$ cat config.mk
export PLATFORM = sky130hd
export DESIGN_NAME = fabric_config_loader
export DESIGN_NICKNAME = d
export VERILOG_FILES = /design/src/rtl/fabric_config_loader.sv
export SDC_FILE = /design/constraint.sdc
export NUM_CORES = 1
export LEC_CHECK = 0
export CAP_MARGIN = 10
export CORE_MARGIN = 5
export CORE_UTILIZATION = 40
export DETAILED_ROUTE_END_ITERATION = 8
export DONT_BUFFER_PORTS = 1
export PLACE_DENSITY_LB_ADDON = 0.3
export SETUP_SLACK_MARGIN = 0.05
export SYNTH_ARGS = -nofsm -noshare
export SYNTH_HDL_FRONTEND = slang
export SYNTH_SLANG_ARGS = --single-unit
$ cat constraint.sdc
create_clock -name clock -period 2.45 [get_ports clock]
set_input_delay 0.245 -clock clock [delete_from_list [all_inputs] [get_ports clock]]
set_output_delay 0.245 -clock clock [all_outputs]
set_load 0.05 [all_outputs]
$ cat src/rtl/fabric_config_loader.sv
`default_nettype none
// ============================================================================
// Module   : fabric_config_loader
// Brief    : Frames a byte-wide config bitstream, shifts it MSB-first onto the
//            fabric scan chain and commits it only when the checksum matches.
// Revision : 1.0 - initial release
// ============================================================================
module fabric_config_loader #(
  parameter int         CHAIN_LEN = 1024,
  parameter logic [7:0] SYNC_BYTE = 8'hA5,
  parameter int         TIMEOUT   = 4096
) (
  input  logic       clock,
  input  logic       reset,
  input  logic       s_valid,
  input  logic [7:0] s_data,
  output logic       s_ready,
  output logic       cfg_shift,
  output logic       cfg_bit,
  output logic       cfg_commit,
  output logic       fabric_rst,
  output logic       busy,
  output logic       done,
  output logic       error
);

  localparam int c_n_bytes = CHAIN_LEN / 8;
  localparam int c_bw      = $clog2(c_n_bytes + 1);
  localparam int c_iw      = (TIMEOUT > 0) ? $clog2(TIMEOUT + 1) : 1;
  localparam logic [c_bw-1:0] c_byte_last = c_bw'(c_n_bytes);
  localparam logic [c_iw-1:0] c_idle_last = c_iw'(TIMEOUT - 1);

  typedef enum logic [2:0] {
    S_IDLE   = 3'd0,
    S_LOAD   = 3'd1,
    S_CHECK  = 3'd2,
    S_COMMIT = 3'd3,
    S_ERROR  = 3'd4
  } state_t;

  state_t          r_state;
  logic [7:0]      r_shreg;
  logic [3:0]      r_shcnt;
  logic [7:0]      r_acc;
  logic [c_bw-1:0] r_byte_cnt;
  logic [c_iw-1:0] r_idle_cnt;
  logic            r_commit;
  logic            r_fabric_rst;
  logic            r_busy;
  logic            r_done;
  logic            r_error;

  logic w_ready;
  logic w_xfer;
  logic w_payload_full;
  logic w_idle_tick;
  logic w_timeout;

  assign w_payload_full = (r_byte_cnt == c_byte_last);

  // In LOAD the next byte is taken on the last shift cycle so bytes stream
  // back-to-back at 8 cycles each.
  always_comb begin
    w_ready = 1'b0;
    case (r_state)
      S_IDLE, S_CHECK: w_ready = 1'b1;
      S_LOAD:          w_ready = !w_payload_full && (r_shcnt <= 4'd1);
      default:         w_ready = 1'b0;
    endcase
    if (reset) begin
      w_ready = 1'b0;
    end
  end

  assign w_xfer      = s_valid && w_ready;
  assign w_idle_tick = ((r_state == S_LOAD) || (r_state == S_CHECK)) && w_ready && !s_valid;
  assign w_timeout   = (TIMEOUT != 0) && w_idle_tick && (r_idle_cnt == c_idle_last);

  always_ff @(posedge clock or posedge reset) begin
    if (reset) begin
      r_state      <= S_IDLE;
      r_shreg      <= '0;
      r_shcnt      <= '0;
      r_acc        <= '0;
      r_byte_cnt   <= '0;
      r_idle_cnt   <= '0;
      r_commit     <= 1'b0;
      r_fabric_rst <= 1'b1;
      r_busy       <= 1'b0;
      r_done       <= 1'b0;
      r_error      <= 1'b0;
    end else begin
      r_commit <= 1'b0;

      if (w_xfer) begin
        r_idle_cnt <= '0;
      end else if (w_idle_tick && !w_timeout && (TIMEOUT != 0)) begin
        r_idle_cnt <= r_idle_cnt + 1'b1;
      end

      case (r_state)
        S_IDLE: begin
          if (w_xfer && (s_data == SYNC_BYTE)) begin
            r_state      <= S_LOAD;
            r_done       <= 1'b0;
            r_error      <= 1'b0;
            r_acc        <= '0;
            r_byte_cnt   <= '0;
            r_fabric_rst <= 1'b1;
            r_busy       <= 1'b1;
          end
        end

        S_LOAD: begin
          if (w_xfer) begin
            r_shreg    <= s_data;
            r_shcnt    <= 4'd8;
            r_acc      <= r_acc ^ s_data;
            r_byte_cnt <= r_byte_cnt + 1'b1;
          end else if (r_shcnt != 4'd0) begin
            r_shreg <= {r_shreg[6:0], 1'b0};
            r_shcnt <= r_shcnt - 1'b1;
          end
          // A timeout can only land on the final shift cycle, so clearing
          // the count here never truncates a bit mid-flight.
          if (w_timeout) begin
            r_state <= S_ERROR;
            r_shcnt <= '0;
          end else if (w_payload_full && (r_shcnt == 4'd0)) begin
            r_state <= S_CHECK;
          end
        end

        S_CHECK: begin
          if (w_timeout) begin
            r_state <= S_ERROR;
          end else if (w_xfer) begin
            if (s_data == r_acc) begin
              r_state  <= S_COMMIT;
              r_commit <= 1'b1;
            end else begin
              r_state <= S_ERROR;
            end
          end
        end

        S_COMMIT: begin
          r_done       <= 1'b1;
          r_busy       <= 1'b0;
          r_fabric_rst <= 1'b0;
          r_state      <= S_IDLE;
        end

        S_ERROR: begin
          r_error <= 1'b1;
          r_busy  <= 1'b0;
          r_state <= S_IDLE;
        end

        default: r_state <= S_IDLE;
      endcase
    end
  end

  assign s_ready    = w_ready;
  assign cfg_shift  = (r_shcnt != 4'd0);
  assign cfg_bit    = cfg_shift & r_shreg[7];
  assign cfg_commit = r_commit;
  assign fabric_rst = r_fabric_rst;
  assign busy       = r_busy;
  assign done       = r_done;
  assign error      = r_error;

endmodule
`default_nettype wire

==> qor.log <==
INFO  sta            final.setup.tns=0ns
INFO  final_layout   finish.net_count=299
INFO  clocking       clock_path_buffers=2
INFO  route          post_drt_via_cell_ratio=5.41
INFO  sta            worst_slew_margin_rel=58.2%
INFO  die            core.rowCount=29
INFO  sta            timing.final.ws_setup=0.228ns
INFO  synth          netlist_top_cells_area=dfrtp_1 (45%), nor2_1 (5.0%), mux2_2 (4.6%)
INFO  place          dp_wirelength=3870um
INFO  synth          synth_largest_area_cell=dfrtp_1
INFO  synth          synth_sequential_area_ratio=45.6%
INFO  synth          synth_nets=293
INFO  clocking       post-cts-setup-buffers=0
INFO  final_layout   footprint_of_the_flip_flops_and_latches=1230um2
INFO  route          detailedRoute.firstPassIterationCount=4
INFO  clocking       cts_sinks=49
INFO  clocking       cts.reportedPaths.clkPinSlew=0.09ns
INFO  sta            final-setup-viol-count=0
INFO  synth          synth_top_area_share=44.7%
INFO  power_and_ir_drop power.density=700nW/um2
INFO  clocking       root_buffer=clkbuf_8
INFO  clocking       worstSkewPairLatency=0.30ns
INFO  final_layout   num-fill-cells=630
INFO  synth          ys_async_sr_fraction=100%
INFO  final_layout   final_common_cell=dfrtp_1
INFO  grt            grt_first_pass_wirelength=9510um
INFO  sta            finalWorstPathRequiredPeriod=2.22ns
INFO  worst_setup_path regToRegEndpoint=r_shreg[2]
INFO  place          place.gp.congestion=0.856
INFO  grt            globalRoute.totalOverflow=0
INFO  power_and_ir_drop irDropWorstVdd=0.000443V
INFO  synth          unique_masters_post_synth=53
INFO  clocking       holdBufCountCts=0
INFO  route          num_vias=1,947
INFO  worst_hold_path hold_path.class=primary input to asynchronous set/reset pin
INFO  sta            unrepaired_setup_endpoints_after_global_routing=no
INFO  sta            tightestPinTransition=0.622ns
INFO  synth          synth_edf_count=0
INFO  die            floorplan.io_pins=19
INFO  die            core_region_area=6460um2
INFO  clocking       clock_tree.htree_level_count=2
INFO  die            die-height=92.0um
INFO  die            die_width=92.0um
INFO  synth          syn_avg_cell_area=9.74um2
INFO  die            fp.dieArea=8460um2
INFO  grt            first_global_vias=1,904
INFO  final_layout   final_cell_mix=dfrtp_1 (48), nor2_1 (36), o21ai_0 (24)
INFO  sta            maxSlewViolCount=0
INFO  synth          ys_ff_latch=49
INFO  worst_setup_path r2r.worst_path.cells=9
INFO  synth          yosys_warnings=0
INFO  grt            grt.total_usage=13.8%
INFO  final_layout   layout-drive-gt1-share=15.5%
INFO  synth          ys.flop_type=dfrtp_1
INFO  final_layout   n_antenna_cell=0
INFO  die            start_util=41.6%
INFO  grt            largest_net_degree_at_the_start_of_global_routing=50
INFO  place          place_worst_setup_slack=0.110ns
INFO  final_layout   multi_input_comb_area=1350um2
INFO  clocking       tritoncts_clock_tree=done
INFO  worst_setup_path worstSetupEndpointType=flop
INFO  worst_setup_path critical_path_class=flop to flop
INFO  worst_setup_path worstSetupStartpointType=flop
INFO  power_and_ir_drop p_leak=1.28nW
INFO  worst_setup_path worstReg2RegStart=r_shcnt[1]
INFO  sta            final.setup_skew=0.0105ns
INFO  synth          post_synth_instance_area=2690um2
INFO  place          port_buffers=0
INFO  worst_setup_path worst_ep_required_time=2.64ns
INFO  worst_setup_path crit_path_max_fanout=8
INFO  route          antenna_left=0
INFO  clocking       tritoncts_buffer_count=5
INFO  route          post-route-drc-count=0
INFO  route          dr.first_iter.drc_count=112
INFO  job            maxCapViolations=0
INFO  final_layout   final_core_util=45.2%
INFO  route          route.detailed.wl_per_inst=14.9um
INFO  sta            fmax=0.450GHz
INFO  final_layout   synthToLayoutAreaGrowth=8.61%
INFO  synth          syn_inst=276
INFO  status         run_status=finished clean
INFO  route          total_wire_length_after_detailed_routing=5350um
INFO  worst_setup_path worstPathArrival=2.41ns
INFO  worst_setup_path ff2ff_setup_slack=0.23ns
INFO  sta            layout_worst_path_cycle_share=90.7%
INFO  sta            final-hold-violation-count=0
INFO  grt            grt_antenna_before_repair=0
cells in the mapped netlist, types with 2 or more instances:
cell and instances:
dfrtp_1 48, nor2_1 36, o21ai_0 24, nand2_1 23
xor2_1 14, nand3_1 13, nand4_1 12, mux2_2 11
xnor2_1 11, inv_1 9, and3_1 6, ha_1 6
nor3_1 6, a21oi_1 5, buf_6 4, a31oi_1 3
and2_1 3, buf_2 3, buf_4 2, clkbuf_1 2
nor4_1 2, or3_1 2
repair_timing:
action	4_1_cts	5_1_grt
setup endpoints to repair	0	21
hold endpoints to repair	0	0
gates resized for setup	0	6
kinds of logic after synthesis:
| group | count (synthesis) | share of synthesized area (%) |
|---|---|---|
| and+or+nand+nor | 116 | 22.3 |
| DFF | 49 | 45.6 |
| AOI/OAI and AO/OA | 45 | 10.3 |
| xor gates and xnor gates | 25 | 8.14 |
| buffers and inverters | 21 | 4.84 |
| muxes | 14 | 5.96 |
| adders and majority gates | 6 | 2.79 |
critical path, stage by stage (launching register included):
cell and delay (ns):
dfrtp_1 0.38, inv_1 0.13, ha_1 0.21, nor2_1 0.07, nor4_1 0.17, a32o_2 0.30, nand2_4 0.12, a31oi_2 0.19
buf_4 0.19, mux2_2 0.34
final cells by class:
class                   count  share of cell area, %
flip-flops and latches     49                   42.0
inverters                   9                   1.29
multi-input cells         206                   46.3
clock buffers               6                   2.83
well taps                  77                   3.30
clock inverters             2                   1.29
repair buffers             11                   2.96
registers in the layout, indices dropped and copies added (netlist names):
signal,flops
r_shcnt,4
fabric_rst,1
busy,1
done,1
r_byte_cnt,8
r_acc,8
error,1
r_shreg,8
r_idle_cnt,13
r_state,3
cfg_commit,1
worst max-delay path by stage:
stage                     startpoint          to  slack (ns)
final                     r_shcnt[1]  r_shreg[2]        0.23
after detailed placement  r_shcnt[0]    r_acc[0]        0.11
after floorplan                reset  r_shreg[6]        0.09
after global routing      r_state[0]    r_acc[1]        0.06
after CTS                 r_shcnt[0]    r_acc[6]        0.08
after global placement    r_state[1]    r_acc[6]        0.18
through the flow:
step	cell area, um2	instances	total power, W	hold slack [ns]
floorplan	2690	276	0.00135	0.285
global placement	2780	352	0.00145	0.369
detailed placement	2780	352	0.00146	0.366
CTS	2900	360	0.00207	0.0327
global route	2920	360	0.00217	0.0624
finish	2920	360	0.00204	0.0175
layer usage:
layer  share of wire, %  GRT usage [%]  vias up
met1                 46           18.2      930
li1                   -              -      974
met3                5.7           4.17        5
met2                 47           22.0       38
met5                  0              0        -
met4                1.2           3.71        0
power by group:
part           internal, W  switching, W
Combinational     0.000213      0.000255
Clock             0.000332      0.000262
Sequential        0.000903     0.0000797
Total              0.00145      0.000596
Power figures use the tool's default switching activity.
